$ cat src/rtl/ising_axi_read.sv
// Single-outstanding AXI-lite read responder for the Ising machine: STATUS, sampler config, ID and spin phases.
// Optional `ISING_RD_SNAPSHOT_EN: a read of PHASE word 0 freezes a copy of phase, which later PHASE words return.
module ising_axi_read #(
  parameter int unsigned N            = 3,
  parameter int unsigned SAMPLE_CNT_W = 16
) (
  input  logic                    clk,
  input  logic                    axi_rstn,
  input  logic                    arvalid,
  output logic                    arready,
  input  logic [31:0]             araddr,
  output logic                    rvalid,
  input  logic                    rready,
  output logic [31:0]             rdata,
  output logic [1:0]              rresp,
  input  logic [N-1:0]            phase,
  input  logic                    sample_valid,
  input  logic [31:0]             counter_max,
  input  logic [31:0]             counter_cutoff
);

  localparam int unsigned W        = (N + 31) / 32;
  localparam int unsigned PW       = 32 * W;
  localparam logic [31:0] ID_WORD  = {16'h15E9, 16'(N)};
  localparam logic [1:0]  RESP_OK  = 2'b00;
  localparam logic [1:0]  RESP_ERR = 2'b10;

  typedef enum logic {S_IDLE, S_RESP} state_t;

  state_t                  state_q, state_d;
  logic                    arready_d, rvalid_d;
  logic [31:0]             rdata_d;
  logic [1:0]              rresp_d;
  logic [SAMPLE_CNT_W-1:0] sample_cnt;
  logic [29:0]             word_addr;
  logic [PW-1:0]           phase_src;
  logic [31:0]             status_word;
  logic                    unused_addr_bits;

  assign word_addr        = araddr[31:2];
  assign unused_addr_bits = ^araddr[1:0];

`ifdef ISING_RD_SNAPSHOT_EN
  logic [N-1:0] snap_q;
  logic         snap_cap_c;

  assign snap_cap_c  = (state_q == S_IDLE) && arvalid && arready && (word_addr == 30'd4);
  assign status_word = {1'b1, 31'(sample_cnt)};

  // Word 0 is live (it is the capture itself); higher words come from the frozen copy.
  always_comb begin
    phase_src = (PW'(snap_q) & ~PW'(32'hFFFF_FFFF)) | (PW'(phase) & PW'(32'hFFFF_FFFF));
  end

  always_ff @(posedge clk or negedge axi_rstn) begin
    if (!axi_rstn) begin
      snap_q <= '0;
    end else if (snap_cap_c) begin
      snap_q <= phase;
    end
  end
`else
  assign status_word = 32'(sample_cnt);
  assign phase_src   = PW'(phase);
`endif

  always_ff @(posedge clk or negedge axi_rstn) begin
    if (!axi_rstn) begin
      sample_cnt <= '0;
    end else if (sample_valid) begin
      sample_cnt <= sample_cnt + SAMPLE_CNT_W'(1);
    end
  end

  // Next-state, address decode and registered response.
  always_comb begin
    state_d   = state_q;
    arready_d = arready;
    rvalid_d  = rvalid;
    rdata_d   = rdata;
    rresp_d   = rresp;
    case (state_q)
      S_IDLE: begin
        arready_d = 1'b1;
        if (arvalid && arready) begin
          state_d   = S_RESP;
          arready_d = 1'b0;
          rvalid_d  = 1'b1;
          rdata_d   = '0;
          rresp_d   = RESP_ERR;
          case (word_addr)
            30'd0: begin rdata_d = status_word;    rresp_d = RESP_OK; end
            30'd1: begin rdata_d = counter_max;    rresp_d = RESP_OK; end
            30'd2: begin rdata_d = counter_cutoff; rresp_d = RESP_OK; end
            30'd3: begin rdata_d = ID_WORD;        rresp_d = RESP_OK; end
            default: ;
          endcase
          for (int unsigned k = 0; k < W; k++) begin
            if (word_addr == 30'(4 + k)) begin
              rdata_d = phase_src[32*k +: 32];
              rresp_d = RESP_OK;
            end
          end
        end
      end
      S_RESP: begin
        arready_d = 1'b0;
        if (rready) begin
          state_d   = S_IDLE;
          rvalid_d  = 1'b0;
          arready_d = 1'b1;
        end
      end
      default: begin
        state_d   = S_IDLE;
        arready_d = 1'b0;
        rvalid_d  = 1'b0;
      end
    endcase
  end

  always_ff @(posedge clk or negedge axi_rstn) begin
    if (!axi_rstn) begin
      state_q <= S_IDLE;
      arready <= 1'b0;
      rvalid  <= 1'b0;
      rdata   <= '0;
      rresp   <= '0;
    end else begin
      state_q <= state_d;
      arready <= arready_d;
      rvalid  <= rvalid_d;
      rdata   <= rdata_d;
      rresp   <= rresp_d;
    end
  end

endmodule
$ cat config.mk
export PLATFORM = sky130hd
export DESIGN_NAME = ising_axi_read
export DESIGN_NICKNAME = d
export VERILOG_FILES = /design/src/rtl/ising_axi_read.sv
export SDC_FILE = /design/constraint.sdc
export NUM_CORES = 1
export LEC_CHECK = 0
export BUFFER_PORTS_ARGS = -buffer_cell sky130_fd_sc_hd__buf_2
export CORE_ASPECT_RATIO = 1.4
export CORE_UTILIZATION = 50
export DETAILED_ROUTE_END_ITERATION = 12
export PLACE_DENSITY = 0.86
export SYNTH_ARGS = -nofsm -noshare
export SYNTH_HDL_FRONTEND = slang
export SYNTH_SLANG_ARGS = --single-unit
$ cat constraint.sdc
create_clock -name clk -period 3 [get_ports clk]
set_input_delay 0.6 -clock clk [delete_from_list [all_inputs] [get_ports clk]]
set_output_delay 0.6 -clock clk [all_outputs]
set_load 0.01 [all_outputs]
; ---- Word level (Yosys, flattened, before mapping)
; Cells that the tools add are included.
[word_totals]
register_bits = 53
output_inout_bits = 36
inputBits = 104
[op_classes]
reduce_logical = 5
bitwise = 1
add_sub_neg = 1
n_eq_ne = 6
mux = 13
[ops]
columns = operator, count
row1 = $pmux W32 S4, 1
row2 = $eq A30 B2 Y1 const B, 2
row3 = $mux W32, 1
row4 = $eq A30 B1 Y1 const B, 1
row5 = $eq A30 B3 Y1 const B, 1
row6 = $logic_not A30 Y1, 1
row7 = $add A16 B1 Y16 const B, 1
row8 = $mux W1, 6
row9 = $pmux W1 S2, 3
row10 = $mux W2, 2
row11 = $ne A2 B2 Y1 const B, 2
row12 = $reduce_and A2 Y1, 2
row13 = $reduce_or A4 Y1, 1
row14 = $logic_and A1 B1 Y1, 1
row15 = $not A1 Y1, 1

; ---- Depth between registers and ports, before layout
; Gate-level depths: netlist of the first run.
[logic_depth]
ltp_word = 4
ltp_mapped = 6
mapped_depth_nobuf = 5

; ---- Worst setup path after synthesis of the first run
; Ideal clock, no wire load.
[synth_timing]
path_type = input to register
startpoint = input araddr[20]
endpoint = register rdata[10]
setup_ns = 0.104
t_arrival_ns = 1.809
slack_ns = 1.088
required_ns = 2.896
cell_stages = 6
cell_sequence = nor4_1 > nand2_1 > or3_1 > buf_6 > buf_12 > o41ai_2
[synth_via]
elab_chain_cells = 3
elab_cells_between_ends = 7
cone_classes = eq/ne: 4 / mux: 2 / reduce/logical: 1
[synth_rtl]
columns = element, line
row1 = "start, declared", 11  ; input logic [31:0] araddr,
row2 = "$eq A30 B2 Y1, or another cell as far along", 91  ; case (word_addr)
row3 = $pmux W32 S4, 91
row4 = $mux W32 (*), 99  ; if (word_addr == 30'(4 + k)) begin
row5 = "end signal, assigned", 133  ; rdata <= rdata_d;
row6 = "end, declared", 14  ; output logic [31:0] rdata,
; Mark *: on every way between the ends. The rest lies on a longest branch, timed or not.
; A chain may end at the register's enable or synchronous reset.

; ---- Worst setup path after layout of the first run
[layout_timing]
startpoint = input araddr[11]
endpoint = register rdata[20]
; The elaborated chain is that of the path after synthesis.

==> impl.org, run 1 <==
** Finish
- The layout has 484 filler cells.
- After the last flow step, the layout net total stands at between 500 and 600.
- Layout-stage area growth over the synthesis result :: 26.6%
- Share of cells above drive strength 1 :: 44.9%
- Total area of multi-input combinational cells :: between 1000 and 1500 um^2
- Number of diodes :: 0
- Register cell area after layout :: 1300 um^2

** Routing
- DRT iter0 DRCs :: around 160
- In the routed layout, each cell is associated on average with a via count of approximately 5.6.
- Wire length per cell after detailed routing :: ~16 um
- In the routed design, unresolved DRC markers number 0.
- Highest Signal Layer :: met4
- The first detailed-routing pass ran for 4 iterations.
- Routed Wire Length :: roughly 7600 um
- Wire segments on met3 add up to about 390 um in the final route.
- Across all layers, the routed design uses ~2700 vias.
- The routed design uses 4030 um of met2 wire.
- In the final routing, the length of wire on met1 measures ~3000 um.
- Once detail routing completed, the nets flagged for antenna violations numbered 0.

** Pwr
- Internal power of the cells :: between 1 and 1.5 mW
- Part of the power in combinational logic :: between 20% and 30%
- Sequential cells account for a little under half of the total power.
- Proportion of total power due to net switching :: 32.7%
- IR analysis of the VDD net gives a maximum drop of between 0.0004 and 0.0005 V.
- The clock network is responsible for 28.2% of the overall power.
- The design draws roughly 1.8 mW.
- Power dissipated by switching net loads :: around 0.57 mW
- Dividing total power by cell area gives a power density of roughly 470 nW/um^2.
- Leakage component of the power :: about 2.0 nW

** Floorplan
- Core Box Area :: 5610 um^2
- The floorplan step set the die height to 92.9 um.
- Area of the die :: between 6000 and 7000 um^2
- Starting density of the core :: about 53%
- Ports :: between 100 and 150
- The initialized floorplan defines 32 standard-cell rows.
- Horiz. Die Dim :: ~67 um

** Clock tree
- Hold buffer count at cts :: 0
- Worst skew pair latency :: 0.31 ns
- Resize count post-CTS :: 0
- Clock tree from TritonCTS :: done
- CTS built an H-tree with a depth of 2.
- Clock transition at path regs :: ~0.10 ns
- Number of buffers between clock root and the deepest sink :: 2
- Number of setup buffers added after CTS :: 0
- In this run the clock root is driven by a sky130_fd_sc_hd__clkbuf_8.
- Count of clock tree sinks :: 52
- Number of CTS-inserted buffers :: 5

** Worst setup path
- Data required time at the worst endpoint :: 3.20 ns
- The setup check on the worst reg-to-reg path leaves a slack of about 1.1 ns.
- STA classifies the critical path startpoint as a primary input.
- Endpoint type of the worst setup path :: register
- Path type of the worst setup path :: primary input to register
- Crit Path Max Fanout :: 33
- Arrival time worst endpoint :: 2.21 ns

** STA
- Setup repair after global routing left no endpoint under its margin.
- Clock skew on the completed layout was measured at around 0.011 ns.
- Final hold vios :: 0
- Setup violations remaining at the end of the flow were counted as 0.
- Total negative slack :: 0 ns
- Worst slew pin tran :: 0.649 ns
- Time the worst path needs with I/O delays and setup :: roughly 2 ns
- Max Clk Rate :: between 0.4 and 0.5 GHz
- Of the available clock period, the critical path in the final layout requires 67.1%.
- The number of max-slew violations in the final report was 0.
- Measured against its own limit, the worst slew margin works out to between 50% and 60%.

** Worst hold path
- The worst hold path belongs to the class primary input to async pin.

** Placed design
- Final GP Congestion :: 0.874
- Number of port buffers :: ~140
- Detailed-placement wirelength estimate :: between 5000 and 6000 um

** Global routing
- The number of global-route vias before repair came to 2599.
- GRT Overall Usage :: between 20% and 30%
- Entering global routing, the biggest net connects 34 pins.
- Summed over all layers, the global routing overflow is 0.
- The initial antenna violation count was 0.
- The first global-routing pass estimated approximately 12000 um of wire.

** Yosys
- Sequential elements use 44.1% of the synthesized area.
- EDFF count, synth :: 0
- Warnings from Yosys :: 0
- The most used flip-flop cell after synthesis is sky130_fd_sc_hd__dfrtp_1.
- In this run, distinct cell masters in the synthesized netlist total 35.
- A synthesized cell averages about 10 um^2.
- The number of nets in the synthesized netlist is just under 400.
- Of the post-synthesis cell area, the dominant cell type holds roughly 44%.
- Cell type contributing the most total cell area after synthesis :: sky130_fd_sc_hd__dfrtp_1
- Leading cell types by total area after synthesis :: sky130_fd_sc_hd__dfrtp_1 44%, sky130_fd_sc_hd__o41ai_2 14%, sky130_fd_sc_hd__nand2_1 5.5%
- For this run, asynchronously set or reset flops after synthesis account for between 90% and 100%.
- Synthesized cell area :: between 2000 and 3000 um^2
- Synthesis handed over a netlist of 283 instances.
- In this run, synthesis produced a sequential element count of between 50 and 60.

** Status
- Outcome :: finished, final reports clean

** Job
- Max-cap violations :: 0
==> through the flow <==
step | setup WS [ns] | cells | hold slack [ns] | instance area (um^2) | utilization [%]
after detailed placement | 0.641 | 468 | 0.440 | 3620 | 64.5
after CTS | 0.975 | 476 | 0.315 | 3730 | 66.6
after global routing | 0.813 | 476 | 0.331 | 3730 | 66.6
final | 0.988 | 476 | 0.301 | 3730 | 66.6
after floorplan | 1.09 | 283 | 0.304 | 2950 | -
after global placement | 0.703 | 468 | 0.422 | 3620 | 64.5
==> power groups by stage <==
| stage | Clock, mW | Sequential (mW) | Combinational [mW] |
|---|---|---|---|
| floorplan | 0 | 0.841 | 0.264 |
| global placement | 0 | 0.849 | 0.402 |
| detailed placement | 0 | 0.853 | 0.420 |
| CTS | 0.504 | 0.839 | 0.421 |
| global route | 0.540 | 0.853 | 0.465 |
| finish | 0.496 | 0.841 | 0.419 |
==> worst max-delay path, cell delays in order <==
cell                      delay (ns)
sky130_fd_sc_hd__buf_2          0.09
sky130_fd_sc_hd__nor4_1         0.33
sky130_fd_sc_hd__nand3_1        0.09
sky130_fd_sc_hd__or3_2          0.41
sky130_fd_sc_hd__buf_4          0.30
sky130_fd_sc_hd__o41ai_1        0.37
==> synthesized netlist by cell type (2+ instances only) <==
library cell	instances
sky130_fd_sc_hd__dfrtp_1	52
sky130_fd_sc_hd__nand2_1	43
sky130_fd_sc_hd__o41ai_2	26
sky130_fd_sc_hd__a21oi_1	18
sky130_fd_sc_hd__nor2_1	17
sky130_fd_sc_hd__mux2i_1	14
sky130_fd_sc_hd__o21ai_0	12
sky130_fd_sc_hd__clkbuf_1	11
sky130_fd_sc_hd__a21o_1	8
sky130_fd_sc_hd__a22oi_1	8
sky130_fd_sc_hd__xnor2_1	8
sky130_fd_sc_hd__buf_1	7
sky130_fd_sc_hd__xor2_1	7
sky130_fd_sc_hd__and3_1	6
sky130_fd_sc_hd__nand3_1	6
sky130_fd_sc_hd__nor4_1	5
sky130_fd_sc_hd__nor3_1	4
sky130_fd_sc_hd__buf_2	3
sky130_fd_sc_hd__mux2_2	3
sky130_fd_sc_hd__nand4_1	3
sky130_fd_sc_hd__o31ai_1	3
sky130_fd_sc_hd__o41ai_1	3
sky130_fd_sc_hd__buf_12	2
sky130_fd_sc_hd__inv_1	2
sky130_fd_sc_hd__nor2b_1	2
==> final timing paths <==
check	startpoint	end	cells after the start
worst max-delay path	araddr[11]	rdata[20]	6
worst min-delay path	axi_rstn	sample_cnt[13]	1
worst max register to register	state_q	rdata[5]	4
worst min register to register	state_q	rvalid	1
max in group asynchronous	axi_rstn	rdata[2]	2
min in group clk	state_q	rvalid	1
==> area by class of cell <==
| class | instances | area share, % |
|---|---|---|
| timing repair buffer | 143 | 19.6 |
| inverter | 2 | 0.201 |
| multi-input combinational | 203 | 39.9 |
| clock buffer | 5 | 1.84 |
| tap | 68 | 2.28 |
| clock inverter | 3 | 1.24 |
| sequential | 52 | 34.9 |
==> layer usage <==
| layer | global-route usage (%) | up-vias |
|---|---|---|
| met5 | 0 | - |
| met3 | 4.31 | 17 |
| met2 | 44.3 | 109 |
| li1 | - | 1283 |
| met4 | 10.6 | 0 |
| met1 | 31.8 | 1252 |
==> placed cells by master, fill, tap and decap left out, types with 2 or more instances in the layout <==
master and n:
sky130_fd_sc_hd__buf_2 136, sky130_fd_sc_hd__dfrtp_1 52, sky130_fd_sc_hd__nand2_1 43, sky130_fd_sc_hd__o41ai_2 26, sky130_fd_sc_hd__a21oi_1 18, sky130_fd_sc_hd__nor2_1 17, sky130_fd_sc_hd__mux2i_1 14, sky130_fd_sc_hd__o21ai_0 12
sky130_fd_sc_hd__a22oi_1 8, sky130_fd_sc_hd__a21o_1 8, sky130_fd_sc_hd__xnor2_1 8, sky130_fd_sc_hd__xor2_1 7, sky130_fd_sc_hd__buf_4 7, sky130_fd_sc_hd__and3_1 6, sky130_fd_sc_hd__nor4_1 5, sky130_fd_sc_hd__nand3_1 5
sky130_fd_sc_hd__clkbuf_8 5, sky130_fd_sc_hd__nor3_1 4, sky130_fd_sc_hd__o31ai_1 3, sky130_fd_sc_hd__mux2_2 3, sky130_fd_sc_hd__nand4_1 3, sky130_fd_sc_hd__o41ai_1 3, sky130_fd_sc_hd__inv_1 2, sky130_fd_sc_hd__nor2b_1 2
==> cell families (layout without fill, tap and decap cells) <==
group / Yosys count / count (layout) / share of synthesized area, %
AOI/OAI and AO/OA: 80 / 80 / 25.8
xor gates and xnor gates: 15 / 15 / 4.45
adders and majority gates: 1 / 1 / 0.424
buffers and inverters: 28 / 153 / 5.56
DFF: 52 / 52 / 44.1
muxes: 17 / 17 / 5.90
other: 1 / 1 / 0.127
and+or+nand+nor: 89 / 89 / 13.7
==> flip-flops by register name, summed over array words and instances (netlist names) <==
signal	count
rdata	32
sample_cnt	16
arready	1
rresp	1
rvalid	1
state_q	1
Power figures use the tool's default switching activity.
==> inputs of run 2 (changes only) <==
--- a/config.mk
+++ b/config.mk
@@ -7,9 +7,9 @@
 export LEC_CHECK = 0
 export BUFFER_PORTS_ARGS = -buffer_cell sky130_fd_sc_hd__buf_2
 export CORE_ASPECT_RATIO = 1.4
-export CORE_UTILIZATION = 50
+export CORE_UTILIZATION = 47
 export DETAILED_ROUTE_END_ITERATION = 12
-export PLACE_DENSITY = 0.86
+export PLACE_DENSITY = 0.82
 export SYNTH_ARGS = -nofsm -noshare
 export SYNTH_HDL_FRONTEND = slang
 export SYNTH_SLANG_ARGS = --single-unit
==> constraint.sdc (replaced) <==
create_clock -name clk -period 2 [get_ports clk]
set_input_delay 0.4 -clock clk [delete_from_list [all_inputs] [get_ports clk]]
set_output_delay 0.4 -clock clk [all_outputs]
set_load 0.01 [all_outputs]
==> run 2 against run 1 <==
Core utilization is 2.7 points lower. Clock skew is 0.0063 ns higher. Critical path depth stayed put. Largest power group unchanged. Final cell count is 1.3% higher. Global-route usage is 1.3 points lower. Combinational power is 63% higher. Sequential power is 51% higher. Non-clock buffer count is 5 higher.
==> impl.org, run 2 (synthesis results as in run 1) <==
** Global routing
- GRT Overall Usage :: 24.7% (was 26.0%)
- Via count of the first global-routing pass :: 2562 (was 2599)
- Largest net degree at the start of global routing :: 34 (unchanged)
- The global-route wire length before repair is 12200 um (was 12100 um).
- The initial antenna violation count was 0 (unchanged).
- The total global routing overflow is 0 (unchanged).

** STA
- Final max-slew violation count :: 0 (unchanged)
- Setup repair after global routing missed its margin :: false (unchanged)
- Min Hold Slack :: 0.0498 ns (was 0.301 ns)
- The final setup slack of the worst path came to 0.320 ns (was 0.988 ns).
- In the finished design, the share of the clock period the worst path needs comes to between 80% and 90%.
- Setup clock skew after layout :: 0.0174 ns (was 0.0111 ns)
- Based on the critical path, the design can be clocked at up to about 0.60 GHz.
- Setup-failing EPs final :: 0 (unchanged)
- The clock period could shrink to between 1.5 and 2 ns.
- Final hold vios :: 0 (unchanged)

** Worst setup path
- Worst setup path startpoint :: araddr[19] (was araddr[11])
- The maximum fanout count along the critical path came to 33 (unchanged).
- The reg-to-reg setup timing slack is 0.39 ns (was 1.14 ns).
- WP depth :: 6 (unchanged)
- The data required time of the worst path was 2.20 ns (was 3.20 ns).
- Arrival time worst endpoint :: 1.88 ns (was 2.21 ns)
- The standard cell with the maximum stage delay on the critical path was sky130_fd_sc_hd__or3_2 (unchanged).
- The highest cell delay on the worst timing path came to 0.51 ns (was 0.41 ns).
- The critical path buffer and inverter count came to 2 (unchanged).
- CP cell instances: buf_2 -> nor4_2 -> nand2_1 -> or3_2 -> buf_12 -> o41ai_1 (was buf_2 -> nor4_1 -> nand3_1 -> or3_2 -> buf_4 -> o41ai_1).
- The path depth of the worst reg2reg path is 4 (unchanged).
- The kind of cell adding the most delay to the critical path was simple AND/OR/NAND/NOR gates (unchanged).
- The element type at the critical path start was a primary input (unchanged).
- FF-to-FF Start :: state_q (unchanged)
- The capture point of the worst reg-to-reg path is rdata[5] (unchanged).
- The sort of element at the end of the critical path is a register (unchanged).
- Path type of the worst setup path :: primary input to register (unchanged)

** Clock tree
- The maximum root-to-sink buffer count was 2 (unchanged).
- Number of setup buffers added after CTS :: 0 (unchanged)
- Cell at the root of the clock tree :: sky130_fd_sc_hd__clkbuf_8 (unchanged)
- The quantity of hold-fixing buffers added after cts came to 0 (unchanged).
- Resize count post-CTS :: 0 (unchanged)
- Clock tree from TritonCTS :: done (unchanged)
- The number of buffers added by the clock tree synthesis step came to 5 (unchanged).
- The number of sinks on the clock net is 52 (unchanged).
- The clock input transition at the sequential cells of the worst setup and hold paths is 0.10 ns (about the same).
- The insertion delay of the later-clocked pin in the worst-skew pair was 0.31 ns (about the same).
- H-tree depth :: 2 (unchanged)

** Routing
- The number of vias per cell is 5.57 (was 5.59).
- The initial DRC count was 101 (was 158).
- The iteration count of the initial detailed-routing pass is 4 (unchanged).
- Detail Route Antenna Nets :: 0 (unchanged)
- The per-cell routed wire length came to 16.1 um (about the same).
- DR vias :: 2683 (was 2661)
- The DRC violation count after routing was 0 (unchanged).
- Routed Wire Length :: 7740 um (was 7650 um)

** Placed design
- Pre-CTS setup slack :: -0.0224 ns (was 0.641 ns)
- Number of port buffers :: 136 (unchanged)
- The total half-perimeter wirelength after legalization and detailed placement was 5800 um (was 5640 um).
- The routability congestion estimate from global placement was 0.871 (was 0.874).

** Pwr
- The portion of total power attributed to the clock network came to 23.1% (was 28.2%).
- The sequential fraction of design power is 50.0% (was 47.9%).
- The maximum vdd drop came to 0.000565 V (was 0.000405 V).
- The leakage power is 2.03 nW (was 2.00 nW).
- The switching power of the nets is 0.860 mW (was 0.574 mW).
- Total Power Consumption :: 2.53 mW (was 1.76 mW)
- Total power divided by cell area :: 666 nW/um^2 (was 470 nW/um^2)
- Internal power of the cells :: 1.67 mW (was 1.18 mW)
- The share of total power in combinational logic was 26.9% (was 23.9%).
- The switching part of the total power was 34.0% (was 32.7%).

** Finish
- Largest register FFs :: 32 (unchanged)
- Share of cells above drive strength 1 :: 45.4% (was 44.9%)
- Highest-count cells in the layout ignoring fill and taps :: 136 x sky130_fd_sc_hd__buf_2, 52 x sky130_fd_sc_hd__dfrtp_1, 43 x sky130_fd_sc_hd__nand2_1, 26 x sky130_fd_sc_hd__o41ai_2, 18 x sky130_fd_sc_hd__a21oi_1 (unchanged)
- The final standard cell utilization of the core is 63.9% (was 66.6%).
- The layout net count came to 517 (was 512).
- Most common cell after layout, fill and taps aside :: sky130_fd_sc_hd__buf_2 (unchanged)
- Number of diodes :: 0 (unchanged)
- Layout-stage area growth over the synthesis result :: 28.9% (was 26.6%)
- Largest registers ranked by flip-flop count :: rdata x32, sample_cnt x16 (unchanged)
- The register with the most flip-flops is rdata (unchanged).

** Job
- Max-cap violations :: 0 (unchanged)

** Floorplan
- Ports :: 140 (unchanged)
- Starting density of the core :: 49.6% (was 52.6%)
- Core Box Area :: 5950 um^2 (was 5610 um^2)
- Area of the die :: 6600 um^2 (was 6210 um^2)
- DIE HEIGHT :: 95.7 um (was 92.9 um)
- Number of rows created at floorplan :: 33 (was 32)
- The die width came to 68.9 um (was 66.9 um).

** Worst hold path
- The classification of the worst-slack hold path is primary input to async pin (unchanged).

** Status
- Outcome: finished, final reports clean (unchanged).
[run 2: metrics by stage]
step,cells,cell area [um^2],setup TNS [ns]
floorplan,283,2950,0
global placement,475,3720,0
detailed placement,475,3720,-0.0318
CTS,482,3800,0
global route,482,3800,0
finish,482,3800,0
[run 2: worst max-delay path by stage]
stage	endpoint	slack [ns]
2_1_floorplan	rdata[10]	0.29
3_3_place_gp	rdata[20]	0.03
3_5_place_dp	rdata[21]	-0.02
4_1_cts	rdata[21]	0.30
5_1_grt	rdata[21]	0.18
6_report	rdata[21]	0.32
[run 2: area by class of cell]
class	instances	area [um^2]
flip-flops and latches	52	1300
well taps	70	87.6
clock inverters	2	12.5
fillers	509	2140
inverters	2	7.51
clock buffers	5	68.8
multi-input cells	203	1490
repair buffers	148	833
[run 2: metal layers]
metal  vias to the layer above  share of wire [%]  track usage [%]
met2                        90                 53             41.7
met1                      1294                 41             31.5
met5                         -                  0                0
met4                         0                1.4             7.14
li1                       1289                  -                -
met3                        10                5.2             4.62
[run 2: worst reg2reg max path, cell delays in order, from the launching register on]
cell and delay, ns:
sky130_fd_sc_hd__dfrtp_1 0.40, sky130_fd_sc_hd__inv_1 0.10, sky130_fd_sc_hd__nand3_2 0.33, sky130_fd_sc_hd__buf_12 0.32
sky130_fd_sc_hd__o41ai_2 0.35
[run 2: power groups by stage]
stage	sequential (mW)	combinational [mW]	clock, mW
floorplan	1.26	0.396	0
global placement	1.28	0.654	0
detailed placement	1.28	0.680	0
CTS	1.27	0.681	0.591
global route	1.28	0.759	0.630
finish	1.27	0.681	0.584
